[src/rtl/serial_link_pkg.sv]
// rtl/serial_link_pkg.sv - shared line levels, state encoding and helpers for the serial link
package serial_link_pkg;

  // Line levels seen on the serial wire
  localparam logic LINE_IDLE  = 1'b0;
  localparam logic LINE_START = 1'b1;
  localparam logic LINE_STOP  = 1'b0;

  localparam int DEFAULT_DATA_W = 4;

  // Counter widths sized for the widest supported payload (16) and gap
  localparam int CNT_W = 5;
  localparam int GAP_W = 16;

  typedef enum logic [2:0] {
    IDLE   = 3'd0,
    START  = 3'd1,
    DATA   = 3'd2,
    PARITY = 3'd3,
    STOP   = 3'd4
  } link_state_e;

  // Even parity over a zero-extended payload word
  function automatic logic even_parity(input logic [15:0] v);
    return ^v;
  endfunction

endpackage

[src/rtl/serial_tx_shift.sv]
// rtl/serial_tx_shift.sv - loadable payload shift register with selectable bit order
module serial_tx_shift #(
  parameter int DATA_W    = 4,
  parameter int MSB_FIRST = 1
) (
  input  logic              clk,
  input  logic              rst,
  input  logic              load,
  input  logic [DATA_W-1:0] din,
  input  logic              shift,
  output logic              sout
);

  logic [DATA_W-1:0] shreg_q;
  logic [DATA_W-1:0] shreg_d;

  // Load wins over shift; the outgoing bit always sits at the end selected by MSB_FIRST
  always_comb begin
    shreg_d = shreg_q;
    if (load) begin
      shreg_d = din;
    end else if (shift) begin
      if (MSB_FIRST != 0) begin
        shreg_d = shreg_q << 1;
      end else begin
        shreg_d = shreg_q >> 1;
      end
    end
  end

  // Shift register storage, cleared on reset
  always_ff @(posedge clk) begin
    if (rst) begin
      shreg_q <= '0;
    end else begin
      shreg_q <= shreg_d;
    end
  end

  assign sout = (MSB_FIRST != 0) ? shreg_q[DATA_W-1] : shreg_q[0];

endmodule

[src/rtl/serial_tx4.sv]
// rtl/serial_tx4.sv - framed parallel-to-serial transmitter (optional parity via SERIAL_TX_PARITY_EN)
module serial_tx4
  import serial_link_pkg::*;
#(
  parameter int DATA_W     = DEFAULT_DATA_W,
  parameter int MSB_FIRST  = 1,
  parameter int GAP_CYCLES = 1
) (
  input  logic              clk,
  input  logic              rst,
  input  logic [DATA_W-1:0] din,
  input  logic              din_valid,
  output logic              din_ready,
  output logic              a,
  output logic              busy,
  output logic              frame_done
);

  localparam logic [CNT_W-1:0] LAST_BIT = CNT_W'(DATA_W - 1);
  localparam logic [GAP_W-1:0] LAST_GAP = GAP_W'(GAP_CYCLES - 1);

  link_state_e      state_q, state_d;
  logic [CNT_W-1:0] cnt_q, cnt_d;
  logic [GAP_W-1:0] gap_q, gap_d;
  logic             a_q, a_d;
  logic             frame_done_q, frame_done_d;
  logic             accept;
  logic             load;
  logic             shift_en;
  logic             shift_out;

`ifdef SERIAL_TX_PARITY_EN
  logic parity_q, parity_d;
`endif

  // Ready in IDLE and also in the final gap cycle, so a held din_valid
  // starts the next frame's start bit right after the gap with no idle cycle
  assign din_ready = !rst && ((state_q == IDLE) ||
                              ((state_q == STOP) && (gap_q == LAST_GAP)));
  assign accept    = din_valid && din_ready;
  assign load      = accept;

  serial_tx_shift #(
    .DATA_W    (DATA_W),
    .MSB_FIRST (MSB_FIRST)
  ) u_shift (
    .clk   (clk),
    .rst   (rst),
    .load  (load),
    .din   (din),
    .shift (shift_en),
    .sout  (shift_out)
  );

  // Next-state, counters and the registered line level for the upcoming cycle
  always_comb begin
    state_d      = state_q;
    cnt_d        = cnt_q;
    gap_d        = gap_q;
    frame_done_d = 1'b0;
    a_d          = LINE_IDLE;
    shift_en     = 1'b0;

    case (state_q)
      IDLE: begin
        if (accept) state_d = START;
      end
      START: begin
        state_d = DATA;
        cnt_d   = '0;
      end
      DATA: begin
        if (cnt_q == LAST_BIT) begin
`ifdef SERIAL_TX_PARITY_EN
          state_d = PARITY;
`else
          state_d = STOP;
`endif
          gap_d = '0;
        end else begin
          cnt_d = cnt_q + CNT_W'(1);
        end
      end
`ifdef SERIAL_TX_PARITY_EN
      PARITY: begin
        state_d = STOP;
        gap_d   = '0;
      end
`endif
      STOP: begin
        if (gap_q == LAST_GAP) begin
          frame_done_d = 1'b1;
          state_d      = accept ? START : IDLE;
        end else begin
          gap_d = gap_q + GAP_W'(1);
        end
      end
      default: state_d = IDLE;
    endcase

    // The line level is registered, so it follows the state being entered;
    // a data bit is consumed from the shifter in the cycle it is registered
    case (state_d)
      START:  a_d = LINE_START;
      DATA: begin
        a_d      = shift_out;
        shift_en = 1'b1;
      end
`ifdef SERIAL_TX_PARITY_EN
      PARITY: a_d = parity_q;
`endif
      STOP:   a_d = LINE_STOP;
      default: a_d = LINE_IDLE;
    endcase
  end

`ifdef SERIAL_TX_PARITY_EN
  // Parity is taken from the word at capture time
  always_comb begin
    parity_d = parity_q;
    if (load) parity_d = even_parity(16'(din));
  end
`endif

  // State and output registers; reset aborts any frame without a done pulse
  always_ff @(posedge clk) begin
    if (rst) begin
      state_q      <= IDLE;
      cnt_q        <= '0;
      gap_q        <= '0;
      a_q          <= LINE_IDLE;
      frame_done_q <= 1'b0;
`ifdef SERIAL_TX_PARITY_EN
      parity_q     <= 1'b0;
`endif
    end else begin
      state_q      <= state_d;
      cnt_q        <= cnt_d;
      gap_q        <= gap_d;
      a_q          <= a_d;
      frame_done_q <= frame_done_d;
`ifdef SERIAL_TX_PARITY_EN
      parity_q     <= parity_d;
`endif
    end
  end

  assign a          = a_q;
  assign busy       = (state_q != IDLE);
  assign frame_done = frame_done_q;

endmodule

[config.mk]
export PLATFORM = sky130hd
export DESIGN_NAME = serial_tx4
export DESIGN_NICKNAME = d
export VERILOG_FILES = /design/src/rtl/serial_link_pkg.sv /design/src/rtl/serial_tx_shift.sv /design/src/rtl/serial_tx4.sv
export SDC_FILE = /design/constraint.sdc
export NUM_CORES = 1
export LEC_CHECK = 0
export ABC_CLOCK_PERIOD_IN_PS = 6100
export CAP_MARGIN = 20
export CORE_AREA = 10 10 53 72
export DETAILED_ROUTE_END_ITERATION = 6
export DIE_AREA = 0 0 63 82
export PLACE_DENSITY_LB_ADDON = 0.3
export SYNTH_ARGS = -nofsm -noshare
export SYNTH_HDL_FRONTEND = slang
export SYNTH_HIERARCHICAL = 1
export SYNTH_SLANG_ARGS = --single-unit
[constraint.sdc]
create_clock -name clk -period 6.1 [get_ports clk]
set_clock_uncertainty 0.05 [all_clocks]
set_input_delay 1.83 -clock clk [delete_from_list [all_inputs] [get_ports clk]]
set_output_delay 1.83 -clock clk [all_outputs]
set_load 0.01 [all_outputs]
==> flow_summary_export.csv <==
group,metric,value,unit
layout,multiInputGateArea,810,µm²
clock_tree,cts_root_buf,"clkbuf_4",
worst_setup_path,arrival,3.23,ns
clock_tree,post_cts_buffers,0,
layout,fillers,211,
floorplan,die_y,82,µm
clock_tree,clk_pin_slew,0.08,ns
power,p_per_area,213,nW/µm²
clock_tree,cts_hold_buffers,0,
drt,met2_length,1540,µm
global_routing,track_usage,0.121,
drt,wl_per_cell,13.9,µm
worst_setup_path,required,4.22,ns
worst_setup_path,endpoint_kind,"primary output",
job,maxCapViolCount,0,
clock_tree,clock_latency,0.32,ns
synth,synthTopCellsByArea,"dfxtp_1 (41%), a21oi_1 (4.5%), xor2_1 (4.2%), mux2i_1 (4.1%), or3_1 (3.4%)",
synth,synthesis.instances,162,
sta,max_freq,0.196,GHz
synth,synth_most_common_cell,"dfxtp_1",
global_routing,grt_max_degree,15,
placed_design,gp_congestion,0.834,
clock_tree,htreeDepth,2,
sta,fin_tns_setup,0,ns
floorplan,io_pins,11,
drt,num_vias,1214,
global_routing,grt_pass1_wl,5130,µm
power,pwr-share-clk,0.325,
synth,synthTopCellsByCount,"dfxtp_1 (30), a21oi_1 (13), nand2_1 (13)",
drt,firstDrtPassIters,4,
global_routing,grt-ovfl-total,0,
sta,tightest_slew,0.522,ns
synth,synth-async-reset-ratio,0,
synth,ys.flop_type,"dfxtp_1",
placed_design,dpl-instance-area,1590,µm²
drt,ant_nets,0,
power,total_power,348,µW
synth,synth_compound_area_frac,0.131,
layout,final_layout_size_suffix_gt1_frac,0.103,
power,switching_share,0.233,
sta,relSlewSlack,0.652,
placed_design,hpwl,2230,µm
drt,drc_errors,0,
synth,synth_top_family_by_area,"simple AND/OR/NAND/NOR gates",
drt,wl_met1,1210,µm
power,power.share.sequential,0.583,
layout,antenna-diode-count,0,
layout,final_area,1640,µm²
synth,synth-seq-cells,30,
clock_tree,cts_buffers,5,
floorplan,core,2560,µm²
worst_setup_path,path_class,"in2out",
power,intPower,267,µW
drt,dr.first_iter.drc_count,29,
synth,synth_top_area_share,0.413,
synth,synth_edf_count,0,
layout,fin_nets,186,
clock_tree,clkSinkCount,30,
power,comb_power_share,0.091,
drt,avgViaCountPerCell,5.75,
floorplan,rows,22,
synth,syn_area,1460,µm²
synth,synthSimpleGateAreaFrac,0.316,
floorplan,fp.dieW,63,µm
worst_setup_path,start_kind,"input pin",
min_path,hp-class,"reg2reg",
worst_setup_path,cp_max_fo,2,
synth,synthMuxAreaShare,0.0413,
clock_tree,cts_max_path_buffers,2,
synth,syn_nets,172,
sta,grt_setup_unrepaired,"false",
drt,wl_met3,110,µm
synth,syn_avg_cell_area,8.98,µm²
layout,seq_area,601,µm²
synth,synth_top_cell_by_area,"dfxtp_1",
synth,seq_area_frac_synth,0.413,
synth,ys_types,40,
synth,yosys_warnings,6,
sta,fin_crit_sh,0.838,
placed_design,io_buffers,10,
floorplan,start_util,0.568,
global_routing,grt_pass1_vias,1224,
global_routing,antenna_found_initial,0,
clock_tree,cts_tree,"done",
layout,area_growth,12.5,%
power,switchingPower,81.0,µW
drt,wl,2930,µm
synth,post_synth_xor_area_fraction,0.0421,
clock_tree,cts_resized,0,
synth,synthAdderAreaFrac,0.0258,
sta,drv_slew,0,
sta,finalSetupViolCount,0,
worst_setup_path,reg2regPathDepth,6,
status,outcome,"finished, final reports clean",
layout,utilization,0.639,
sta,period_needed,5.11,ns
power,vdd_ir_drop_max,0.162,mV
floorplan,dieArea,5170,µm²
drt,top_layer,"met4",
min_path,holdPathStages,2,
sta,finalHoldViolCount,0,
power,p_leak,0.000598,µW
flip-flops by register name, indices dropped and copies added (netlist names):
register / count
a: 1
cnt_q: 5
frame_done: 1
gap_q: 16
state_q: 3
u_shift/shreg_q: 4
final timing paths:
kind | startpoint | to | slack [ns]
min reg2reg | cnt_q[1] | cnt_q[1] | 0.43
min | cnt_q[1] | cnt_q[1] | 0.43
max reg2reg | cnt_q[0] | u_shift/shreg_q[0] | 4.02
max | rst | din_ready | 0.99
cell type report:
| class | instances | share of cell area |
|---|---|---|
| repair buffers | 11 | 0.0657 |
| well taps | 36 | 0.0275 |
| clock buffers | 6 | 0.0313 |
| multi-input cells | 122 | 0.495 |
| flip-flops and latches | 30 | 0.367 |
| inverters | 6 | 0.0138 |
routing by layer:
| layer | global-route usage | vias to the layer above |
|---|---|---|
| li1 | - | 614 |
| met5 | 0 | - |
| met4 | 0.0740 | 0 |
| met1 | 0.111 | 575 |
| met2 | 0.224 | 17 |
| met3 | 0.0463 | 8 |
kinds of logic (layout without fill, tap and decap cells):
kind of cell             Yosys count  after routing
flip-flops                        30             30
multiplexers                       6              6
AO/OA/AOI/OAI                     31             31
AND/OR/NAND/NOR                   75             75
buffers and inverters             10             23
XOR/XNOR                           7              7
adder cells (fa/ha/maj)            3              3
power by group through the flow:
stage	registers [µW]	clock network, µW	logic, µW
after global placement	207	0	31.1
after global routing	204	126	35.5
after detailed placement	208	0	32.0
final	203	113	31.8
after floorplan	207	0	19.7
after CTS	203	118	32.2
layout by cell type (no fill, tap or decap), drive strengths merged, types with 7 or more instances in the layout:
cell	n
nand3	10
o21ai	8
dfxtp	30
nor2	9
a21oi	14
nand2	13
nand4	7
clkdlybuf4s50	10
or3	9
xor2	7
worst max-delay path: stages:
cell and delay, ns:
clkdlybuf4s50_1 0.41, a2111oi_1 0.38, clkdlybuf4s50_1 0.61
per-stage QoR:
step	setup WS [ns]	hold slack, ns	cells
after floorplan	1.68	0.376	162
final	0.989	0.426	211
after CTS	0.963	0.430	211
after global routing	0.884	0.456	211
after global placement	0.999	0.410	205
after detailed placement	0.987	0.417	205
Power figures use the tool's default switching activity.
